==> src/rtl/button_pulse_gen.sv <==
// button_pulse_gen: debounced push-button to single-cycle strobe; `BUTTON_AUTO_REPEAT_EN adds hold-to-repeat
module button_pulse_gen #(
  parameter int DB_CYCLES     = 16,
`ifdef BUTTON_AUTO_REPEAT_EN
  parameter int REPEAT_DELAY  = 64,
  parameter int REPEAT_PERIOD = 16,
`endif
  parameter int CNT_WIDTH     = 16
) (
  input  logic clk,
  input  logic resetn,
  input  logic i_button,
  output logic o_pulse,
  output logic o_level
);
  typedef enum logic [1:0] {IDLE = 2'b00, CHK_PRESS = 2'b01, HELD = 2'b10, CHK_RELEASE = 2'b11} state_t;
  localparam logic [CNT_WIDTH-1:0] DB_LAST = CNT_WIDTH'(DB_CYCLES - 1);
  state_t               state_q, state_d;
  logic                 s1_q, s_btn_q;
  logic [CNT_WIDTH-1:0] cnt_q, cnt_d;
  logic                 pulse_q, pulse_d;
  logic                 level_q, level_d;
`ifdef BUTTON_AUTO_REPEAT_EN
  logic [CNT_WIDTH-1:0] rcnt_q, rcnt_d;
  logic                 first_q, first_d;
`endif
  // debounce FSM: the only input it looks at is the synchronised button
  always_comb begin
    state_d = state_q;
    cnt_d   = cnt_q;
    pulse_d = 1'b0;
    level_d = level_q;
`ifdef BUTTON_AUTO_REPEAT_EN
    rcnt_d  = rcnt_q;
    first_d = first_q;
`endif
    case (state_q)
      IDLE: begin
`ifdef BUTTON_AUTO_REPEAT_EN
        rcnt_d = '0;
`endif
        if (s_btn_q) begin
          state_d = CHK_PRESS;
          cnt_d   = '0;
        end
      end
      CHK_PRESS: begin
        if (!s_btn_q) state_d = IDLE;
        else if (cnt_q == DB_LAST) begin
          state_d = HELD;
          pulse_d = 1'b1;
          level_d = 1'b1;
`ifdef BUTTON_AUTO_REPEAT_EN
          rcnt_d  = '0;
          first_d = 1'b1;
`endif
        end else cnt_d = cnt_q + 1'b1;
      end
      HELD: begin
        if (!s_btn_q) begin
          state_d = CHK_RELEASE;
          cnt_d   = '0;
        end
`ifdef BUTTON_AUTO_REPEAT_EN
        else if (rcnt_q == CNT_WIDTH'(first_q ? REPEAT_DELAY - 1 : REPEAT_PERIOD - 1)) begin
          pulse_d = 1'b1;
          rcnt_d  = '0;
          first_d = 1'b0;
        end else rcnt_d = rcnt_q + 1'b1;
`endif
      end
      CHK_RELEASE: begin
        if (s_btn_q) state_d = HELD;
        else if (cnt_q == DB_LAST) begin
          state_d = IDLE;
          level_d = 1'b0;
        end else cnt_d = cnt_q + 1'b1;
      end
      default: state_d = IDLE;
    endcase
  end
  // synchroniser chain and FSM registers, cleared by synchronous reset
  always_ff @(posedge clk) begin
    if (!resetn) begin
      state_q <= IDLE;
      s1_q    <= 1'b0;
      s_btn_q <= 1'b0;
      cnt_q   <= '0;
      pulse_q <= 1'b0;
      level_q <= 1'b0;
`ifdef BUTTON_AUTO_REPEAT_EN
      rcnt_q  <= '0;
      first_q <= 1'b0;
`endif
    end else begin
      state_q <= state_d;
      s1_q    <= i_button;
      s_btn_q <= s1_q;
      cnt_q   <= cnt_d;
      pulse_q <= pulse_d;
      level_q <= level_d;
`ifdef BUTTON_AUTO_REPEAT_EN
      rcnt_q  <= rcnt_d;
      first_q <= first_d;
`endif
    end
  end
  assign o_pulse = pulse_q;
  assign o_level = level_q;
endmodule
==> config.mk <==
export PLATFORM = sky130hd
export DESIGN_NAME = button_pulse_gen
export DESIGN_NICKNAME = d
export VERILOG_FILES = /design/src/rtl/button_pulse_gen.sv
export SDC_FILE = /design/constraint.sdc
export NUM_CORES = 1
export LEC_CHECK = 0
export ABC_CLOCK_PERIOD_IN_PS = 4100
export CAP_MARGIN = 0
export CORE_ASPECT_RATIO = 1.5
export CORE_UTILIZATION = 60
export CTS_BUF_LIST = sky130_fd_sc_hd__clkbuf_16
export DETAILED_ROUTE_END_ITERATION = 12
export PLACE_DENSITY = 0.8
export SLEW_MARGIN = 20
export SYNTH_ARGS = -nofsm -noshare
export SYNTH_HDL_FRONTEND = slang
export SYNTH_SLANG_ARGS = --single-unit
export TNS_END_PERCENT = 5
==> constraint.sdc <==
create_clock -name clk -period 4.1 [get_ports clk]
set_input_delay 0.615 -clock clk [delete_from_list [all_inputs] [get_ports clk]]
set_output_delay 0.615 -clock clk [all_outputs]
set_load 0.1 [all_outputs]
After elaboration in Yosys (flattened, before gate mapping)
Cells that the tools add are included.
{ "word_totals": {"regBits": 22, "output_inout_bits": 2, "wordCells": 44} }
{ "classes": {"addsub": 1, "n_eq_ne": 12, "mux": 19, "reduce_logical": 6} }
{ "ops": {"columns": ["op", "n"], "rows": [
  ["2-to-1 mux 16 bit", 5],
  ["one-hot mux 16 bit (4 select lines)", 1],
  ["adder 16 x 1 -> 16 bit, second input constant", 1],
  ["equality test 16 x 4 -> 1 bit, second input constant", 1],
  ["2-to-1 mux 2 bit", 6],
  ["!= test 2 bit, second input constant", 6],
  ["one-hot mux 2 bit (4 select lines)", 1],
  ["AND reduction 4 bit", 2],
  ["!= test 3 bit, second input constant", 2],
  ["2-to-1 mux 1 bit", 5],
  ["AND reduction 5 bit", 1],
  ["equality test 2 bit, second input constant", 2],
  ["AND reduction 3 bit", 1],
  ["equality test 2 x 1 -> 1 bit, second input constant", 1],
  ["zero test 2 bit", 1],
  ["one-hot mux 1 bit (2 select lines)", 1],
  ["nonzero test 2 bit", 1]
]} }

Longest topological paths before layout
Gate-level depths: netlist (run 1).
{ "depth": {"depth_word": 4, "ltp_mapped": 7, "ltp_nobuf": 5} }

Least setup slack after synthesis (run 1)
No wires, ideal clock.
{ "synth_path": {"kind": "reg2reg", "start": "register cnt_q[0]", "end": "register cnt_q[3]", "setup_time_ps": 74, "t_arrival_ps": 1647, "slack_ps": 2379, "stages_incl_launch_ff": 7, "path_cell_list": "dfxtp_1 > ha_1 > and4b_4 > and4_1 > buf_6 > or4_1 > a31oi_1"} }
{ "synth_via": {"elab_chain_cells": 4, "elab_cells_between_ends": 6, "cone_classes": "add/sub (1); eq/ne (1); mux (4)"} }
{ "synth_rtl": {"columns": ["item", "line", "rtl"], "rows": [
  ["start, declared", "20", "logic [CNT_WIDTH-1:0] cnt_q, cnt_d;"],
  ["start signal, assigned", "99", "cnt_q <= cnt_d;"],
  ["adder 16 x 1 -> 16 bit or equality test 16 x 4 -> 1 bit (tied branches)", null, null],
  ["2-to-1 mux 16 bit *", "49, 74", null],
  ["2-to-1 mux 16 bit (on tied branches)", "73, 48", null],
  ["one-hot mux 16 bit (4 select lines) *", "37", "case (state_q)"]
]} }
Every way passes the cells marked *; elsewhere a longest branch is shown, timed or not. The select of a mux whose other input is x is not followed.
A chain may end at the register's enable or synchronous reset.

Worst setup path in the final report (run 1)
{ "layout_path": {"start": "register state_q[0]", "end": "register cnt_q[9]"} }
{ "layout_via": {"elab_chain_cells": 3, "elab_cells_between_ends": 10, "cone_classes": "eq/ne (7); mux (1); reduce/logical (2)"} }
{ "layout_rtl": {"columns": ["item", "line", "rtl"], "rows": [
  ["start, declared", "18", "state_t state_q, state_d;"],
  ["start signal, assigned", "96", "state_q <= state_d;"],
  ["equality test 2 bit, or another cell as far along", "37", null],
  ["!= test 2 bit (no source line)", null, null],
  ["AND reduction 4 bit (no source line)", null, null]
]} }
Parallel ways exist; a longest one is shown, timed or not.

==> impl_results.rst, run 1 <==
.. list-table::
   :header-rows: 1

   * - Metric
     - Value
   * - Outcome
     - finished, final reports clean
   * - Hold violation total from the final report
     - 0
   * - Count of max-cap constraint violations
     - 0
   * - Proportion of synthesized chip area in sequential cells
     - 35.74%
   * - Port bufs
     - 4
   * - Nature of the critical path endpoint
     - flop
   * - Final-report max-slew violation count
     - 0
   * - Power share of the sequential group
     - 47.6%
   * - Number of synthesized flops with an enable pin
     - 0
   * - NetSw
     - 0.0001065 W
   * - Number of placed instances with taps included
     - approximately 160
   * - Drt pass-1 iters
     - 4
   * - Overall overflow remaining after global route
     - 0
   * - Top cell type's share of synthesized area
     - approximately 36%
   * - Clk sink count
     - 22
   * - Via count of the first global-routing pass
     - ~1100
   * - Total design power
     - ~0.00046 W
   * - Kind of start point of the critical path
     - flop
   * - Core Region
     - 0.001878 mm²
   * - Pwr/cell area
     - approximately 350 mW/mm²
   * - Post-CTS repair timing setup buffer count
     - 0
   * - Leakage
     - 0.3944 nW
   * - Global Route Usage Sum
     - 31.28%
   * - Initial antenna violation count
     - 0
   * - Standard cell with the maximum stage delay on the critical path
     - dfxtp_1
   * - Final-report setup violation count
     - 0
   * - Start point of the critical path
     - state_q[0]$_SDFFE_PN0P_
   * - Iteration-0 DRC Markers
     - 38
   * - Top Ports
     - 5
   * - Layout cells sized above 1
     - roughly 4.9%
   * - Worst setup path class
     - reg2reg
   * - Worst-path cell chain
     - nor4b_1 > and4_1 > nor4_2 > a32o_1
   * - Peak ir drop on the vdd network
     - 0.0003752 V
   * - Cells after Synth
     - 147
   * - Residual antenna-violating net count after detailed routing
     - 0
   * - Cell area after placement
     - roughly 0.0012 mm²
   * - Starting density of the core
     - about two thirds
   * - Die Y-Extent
     - 57.51 µm
   * - Cell-internal power
     - 0.0003566 W
   * - DRC violation count after routing
     - 0
   * - Reg clk slew, reported paths
     - around 60 ps
   * - Data required time of the worst path
     - 4250 ps
   * - Die span in x
     - slightly below 40 µm
   * - Number of register bits inferred by synthesis
     - 22
   * - Comb power frac
     - 7.5%
   * - Synthesized area
     - 0.001232 mm²
   * - Longest Clk Path Bufs
     - 2
   * - Origin of the worst min-delay path
     - s1_q$_SDFF_PN0_
   * - Most area-hungry cell type in the Yosys netlist
     - dfxtp_1
   * - Largest net degree at the start of global routing
     - 21
   * - Period utilization
     - approximately 60%
   * - FFs w/ async S/R, synth
     - 0%
   * - Top fanout value on the critical path
     - 20
   * - Timing-limited maximum frequency
     - between 400 and 500 MHz
   * - Top library cells by usage in the layout, fill and taps aside
     - dfxtp_1, nand2_1, nand4_1, nand3_1
   * - Final critical-path setup slack
     - 1675 ps
   * - Largest delay share family, worst path
     - simple AND/OR/NAND/NOR gates
   * - Commonest non-fill, non-tap cell in the layout
     - dfxtp_1
   * - WL final
     - 2961 µm
   * - N_diodes
     - 0
   * - Post-placement setup slack
     - 1531 ps
   * - Half-perimeter wire length after placement
     - 1957 µm
   * - Net count after synthesis
     - roughly 150
   * - Switching Share
     - 23.00%
   * - Setup repair after global routing missed its margin
     - false
   * - Cts repair resizes
     - 0
   * - Number of standard cells in the layout, taps in and fillers out
     - 163
   * - Routed len/inst
     - between 15 and 20 µm
   * - Type of the tightest min-delay check
     - reg2reg
   * - Buffers & Inverters on Critical Path
     - 0
   * - Distinct cell type count of the synthesized netlist
     - 43
   * - Yosys synthesis warning count
     - 0
   * - Leading post-synthesis cells by cell area
     - dfxtp_1, nand4_1, nand2_1, nand3_1, a211oi_1
   * - Vias per cell
     - roughly 7.2
   * - Layout overhead on the synthesized area
     - 6.599%
   * - Data arrival at the endpoint of the critical path
     - 2570 ps
   * - Global-route wire length before repair
     - between 4000 and 5000 µm
   * - Headroom to the max-slew limit
     - about a third
   * - Clock latency of the later-clocked register in the worst-skew pair
     - 260 ps
   * - Total clock buffers created by CTS
     - 3
   * - Area of all placed cells without fillers
     - 0.001314 mm²
   * - Slew at the pin with the worst max-slew slack
     - between 900 and 1000 ps
   * - Clock Root Buffer
     - clkbuf_16
   * - Worst clock skew
     - 3.046 ps
   * - Clock share of power
     - 44.9%
   * - R2R Path Start
     - state_q[0]$_SDFFE_PN0P_
   * - CTS H-Tree Depth
     - 1
   * - Prevailing post-synth register cell
     - dfxtp_1
   * - DR vias
     - 1177
   * - Post-layout minimum cycle time
     - 2425 ps
   * - DIE AREA
     - 0.002243 mm²
   * - Stage delay of the slowest cell on the critical path
     - 750 ps
   * - Net total in the final layout
     - 147
   * - Final GP Congestion
     - 0.9444
   * - TritonCTS clock tree
     - yes
   * - Row count
     - 19
   * - Total negative slack for setup checks
     - 0 ps
   * - Hold buffer count at cts
     - 0
   * - Mean instance size in the synthesized netlist
     - 8.384 µm²
==> cell usage after synthesis (2+ instances only) <==
master / number
a211oi_1: 5
a21oi_1: 3
a31oi_1: 3
a32o_1: 3
and2_1: 3
and3_1: 2
and4_1: 3
buf_2: 2
buf_6: 2
clkbuf_1: 7
dfxtp_1: 22
inv_1: 2
nand2_1: 15
nand2b_1: 2
nand3_1: 8
nand3b_1: 2
nand4_1: 11
nor3_1: 4
nor4_1: 6
o211ai_1: 3
o21ai_0: 6
o22ai_1: 5
o31ai_1: 3
or3_1: 5
or4_1: 2
==> sequential cells by signal (all words and copies together), names as in the netlist, named ones only <==
name,count
cnt_q,16
o_level,1
state_q,1
s_btn_q,1
s1_q,1
o_pulse,1
==> cells by family (layout without fill, tap and decap cells) <==
| family | Yosys count | count (layout) | share of synthesized area, % |
|---|---|---|---|
| xor gates and xnor gates | 2 | 2 | 2.031 |
| buffers and inverters | 15 | 10 | 6.396 |
| DFF | 22 | 22 | 35.74 |
| and+or+nand+nor | 70 | 70 | 33.71 |
| AOI/OAI and AO/OA | 37 | 37 | 21.12 |
| adders and majority gates | 1 | 1 | 1.015 |
==> worst paths after layout <==
check	slack [ps]	end	depth (start not counted)
max reg2reg	1670	cnt_q[9]$_SDFFE_PN0P_	4
min	480	s_btn_q$_SDFF_PN0_	1
min reg2reg	480	s_btn_q$_SDFF_PN0_	1
max	1670	cnt_q[9]$_SDFFE_PN0P_	4
==> power by group through the flow <==
stage | Sequential, W | Clock, W | Combinational, W
floorplan | 0.000236 | 0 | 0.0000144
global placement | 0.000225 | 0 | 0.0000331
detailed placement | 0.000225 | 0 | 0.0000343
CTS | 0.000220 | 0.000210 | 0.0000345
global route | 0.000221 | 0.000213 | 0.0000374
finish | 0.000221 | 0.000208 | 0.0000345
==> metal layers <==
metal | routed length (µm) | vias up | global-route usage (%)
met5 | 0 | - | 0
met4 | 40 | 0 | 13.79
met3 | 92 | 5 | 3.502
met2 | 1576 | 27 | 51.43
met1 | 1251 | 575 | 39.65
li1 | - | 570 | -
==> cell type report <==
cell class	count	area [µm²]
timing repair buffer	4	40.04
tap	21	26.28
inverter	2	7.507
fill	163	564.3
clock inverter	1	3.754
multi-input combinational	110	720.7
sequential	22	440.4
clock buffer	3	75.07
==> stage by stage <==
step | util, % | hold WS (ps)
floorplan | - | 411.9
global placement | 65.36 | 427.0
detailed placement | 65.36 | 456.1
CTS | 69.55 | 481.3
global route | 69.95 | 479.6
finish | 69.95 | 475.6
Power figures use the tool's default switching activity.
==> inputs of run 2 (changes only) <==
- ABC_CLOCK_PERIOD_IN_PS: 4100 -> 2100
- CORE_UTILIZATION: 60 -> 53
- PLACE_DENSITY: 0.8 -> 0.75
- clock period: 4.1 -> 2.1 ns (I/O delays scaled with it)
==> impl_results.rst, run 2 (synthesis gave the netlist of run 1 again) <==
.. list-table::
   :header-rows: 1

   * - Metric
     - Value
   * - Worst-path cell chain
     - nor4_1 > and4_1 > buf_4 > o211ai_1 > a31oi_1 (was nor4b_1 > and4_1 > nor4_2 > a32o_1)
   * - Overall overflow remaining after global route
     - 0 (unchanged)
   * - Port bufs
     - 4 (unchanged)
   * - Reg with most FFs
     - cnt_q (unchanged)
   * - Power share of the sequential group
     - 41.3% (was 47.6%)
   * - Met3 WL
     - 71 µm (was 92 µm)
   * - Post-layout minimum cycle time
     - 1804 ps (was 2425 ps)
   * - Top Ports
     - 5 (unchanged)
   * - Clock latency of the later-clocked register in the worst-skew pair
     - 260 ps (about the same)
   * - CTS H-Tree Depth
     - 1 (unchanged)
   * - Longest Clk Path Bufs
     - 2 (unchanged)
   * - Worst setup path class
     - reg2reg (unchanged)
   * - Final-report setup violation count
     - 0 (unchanged)
   * - Met1 Wirelength
     - 1270 µm (was 1251 µm)
   * - Net total in the final layout
     - 152 (was 147)
   * - Total clock buffers created by CTS
     - 3 (unchanged)
   * - DRC violation count after routing
     - 0 (unchanged)
   * - Core Region
     - 0.002207 mm² (was 0.001878 mm²)
   * - Residual antenna-violating net count after detailed routing
     - 0 (unchanged)
   * - Count of max-cap constraint violations
     - 0 (unchanged)
   * - TritonCTS clock tree
     - yes (unchanged)
   * - Buffers & Inverters on Critical Path
     - 1 (was 0)
   * - Post-placement setup slack
     - 339.1 ps (was 1531 ps)
   * - Kind of start point of the critical path
     - flop (unchanged)
   * - Total negative slack for setup checks
     - 0 ps (unchanged)
   * - Largest net degree at the start of global routing
     - 20 (was 21)
   * - Slew at the pin with the worst max-slew slack
     - 656.3 ps (was 975.1 ps)
   * - Starting density of the core
     - 55.84% (was 65.62%)
   * - Timing-limited maximum frequency
     - 554.5 MHz (was 412.4 MHz)
   * - NetSw
     - 0.0002132 W (was 0.0001065 W)
   * - Global Route Usage Sum
     - 28.61% (was 31.28%)
   * - Data required time of the worst path
     - 2280 ps (was 4250 ps)
   * - Flip-flop count of the largest register, all copies and words added
     - 16 (unchanged)
   * - Cell-internal power
     - 0.0008212 W (was 0.0003566 W)
   * - Via count of the first global-routing pass
     - 1075 (was 1148)
   * - WL final
     - 3001 µm (was 2961 µm)
   * - Uppermost routed layer
     - met4 (unchanged)
   * - Standard cell with the maximum stage delay on the critical path
     - nor4_1 (was dfxtp_1)
   * - Comb power frac
     - 6.9% (was 7.5%)
   * - Outcome
     - finished, final reports clean (unchanged)
   * - Post-CTS repair timing setup buffer count
     - 0 (unchanged)
   * - Initial antenna violation count
     - 0 (unchanged)
   * - Peak ir drop on the vdd network
     - 0.0006430 V (was 0.0003752 V)
   * - Data arrival at the endpoint of the critical path
     - 1980 ps (was 2570 ps)
   * - Final critical-path setup slack
     - 296.4 ps (was 1675 ps)
   * - Setup repair after global routing missed its margin
     - false (unchanged)
   * - Leakage
     - 0.4360 nW (was 0.3944 nW)
   * - Combined area of the multi-input logic cells
     - 720.7 µm² (unchanged)
   * - Cts repair resizes
     - 0 (unchanged)
   * - Iteration-0 DRC Markers
     - 56 (was 38)
   * - Global-route wire length before repair
     - 4940 µm (was 4995 µm)
   * - Count of fill cells added during filler insertion
     - 191 (was 163)
   * - Top library cells by usage in the layout, fill and taps aside
     - dfxtp_1, nand2_1, nand4_1, nand3_1, buf_4 (was dfxtp_1, nand2_1, nand4_1, nand3_1)
   * - Die Y-Extent
     - 61.06 µm (was 57.51 µm)
   * - Pwr/cell area
     - 752.2 mW/mm² (was 352.5 mW/mm²)
   * - Switching Share
     - 20.61% (was 23.00%)
   * - Hold violation total from the final report
     - 0 (unchanged)
   * - Total design power
     - 0.001034 W (was 0.0004631 W)
   * - Type of the tightest min-delay check
     - reg2reg (unchanged)
   * - Headroom to the max-slew limit
     - 56.03% (was 34.79%)
   * - Half-perimeter wire length after placement
     - 2035 µm (was 1957 µm)
   * - Stage delay of the slowest cell on the critical path
     - 480 ps (was 750 ps)
   * - Drt pass-1 iters
     - 4 (unchanged)
   * - Final-report max-slew violation count
     - 0 (unchanged)
   * - Routed len/inst
     - 17.65 µm (was 18.17 µm)
   * - Layout overhead on the synthesized area
     - 11.57% (was 6.599%)
   * - Layout cells sized above 1
     - 10.20% (was 4.930%)
   * - Clock Root Buffer
     - clkbuf_16 (unchanged)
   * - Vias per cell
     - 6.976 (was 7.221)
   * - Clock share of power
     - 51.8% (was 44.9%)
   * - Worst clock skew
     - 4.255 ps (was 3.046 ps)
   * - Die span in x
     - 41.37 µm (was 39.01 µm)
   * - Period utilization
     - 85.88% (was 59.15%)
   * - Cell area after placement
     - 0.001262 mm² (was 0.001227 mm²)
   * - Top fanout value on the critical path
     - 9 (was 20)
   * - DIE AREA
     - 0.002526 mm² (was 0.002243 mm²)
   * - N_diodes
     - 0 (unchanged)
   * - Area of all placed cells without fillers
     - 0.001375 mm² (was 0.001314 mm²)
   * - Reg clk slew, reported paths
     - 60 ps (about the same)
   * - DR WL met2
     - 1612 µm (was 1576 µm)
   * - Row count
     - 21 (was 19)
   * - Commonest non-fill, non-tap cell in the layout
     - dfxtp_1 (unchanged)
   * - Hold buffer count at cts
     - 0 (unchanged)
   * - Clk sink count
     - 22 (unchanged)
   * - Largest delay share family, worst path
     - simple AND/OR/NAND/NOR gates (unchanged)
   * - Final GP Congestion
     - 0.9217 (was 0.9444)
   * - FF+latch area
     - 440.4 µm² (unchanged)
   * - DR vias
     - 1186 (was 1177)
   * - Nature of the critical path endpoint
     - flop (unchanged)
-- run 2: cell count changes in the layout (fill, tap and decap cells not counted) --
| cell | change |
|---|---|
| clkdlybuf4s50_1 | -2 |
| clkinv_1 | -1 |
| buf_4 | +7 |
| bufinv_16 | +1 |
-- run 2: final cells by class --
class | count | share of cell area [%]
clock inverter | 1 | 2.184
timing repair buffer | 9 | 5.278
inverter | 2 | 0.5460
multi-input combinational | 110 | 52.41
clock buffer | 3 | 5.460
tap | 23 | 2.093
sequential | 22 | 32.03
-- run 2: layer usage --
| layer | vias to the layer above | GRT usage (%) |
|---|---|---|
| li1 | 579 | - |
| met1 | 566 | 36.38 |
| met2 | 34 | 47.32 |
| met3 | 7 | 3.610 |
| met4 | 0 | 11.52 |
| met5 | - | 0 |
-- run 2: per-stage QoR --
step	utilization, %	instances	hold WS, ps
after floorplan	-	147	411.9
after global placement	57.20	166	431.8
after detailed placement	57.20	166	423.0
after CTS	61.96	170	449.1
after global routing	62.30	170	463.2
final	62.30	170	448.9
-- run 2: path summary, 6_finish.rpt --
kind | start | to | slack [ps] | depth (start not counted)
max | cnt_q[7]$_SDFFE_PN0P_ | cnt_q[3]$_SDFFE_PN0P_ | 300 | 5
min | s1_q$_SDFF_PN0_ | s_btn_q$_SDFF_PN0_ | 450 | 1
max reg2reg | cnt_q[7]$_SDFFE_PN0P_ | cnt_q[3]$_SDFFE_PN0P_ | 300 | 5
min reg2reg | s1_q$_SDFF_PN0_ | s_btn_q$_SDFF_PN0_ | 450 | 1
-- run 2: power by group through the flow --
stage               sequential (W)  combinational [W]  clock, W
finish                    0.000428          0.0000710  0.000536
global route              0.000429          0.0000761  0.000555
CTS                       0.000428          0.0000702  0.000544
detailed placement        0.000437          0.0000702         0
global placement          0.000436          0.0000687         0
floorplan                 0.000461          0.0000280         0
-- run 2: worst reg2reg max path, stage by stage, from the launching register on --
cell and delay (ps):
dfxtp_1 390, nor4_1 480, and4_1 390, buf_4 190, o211ai_1 100, a31oi_1 180
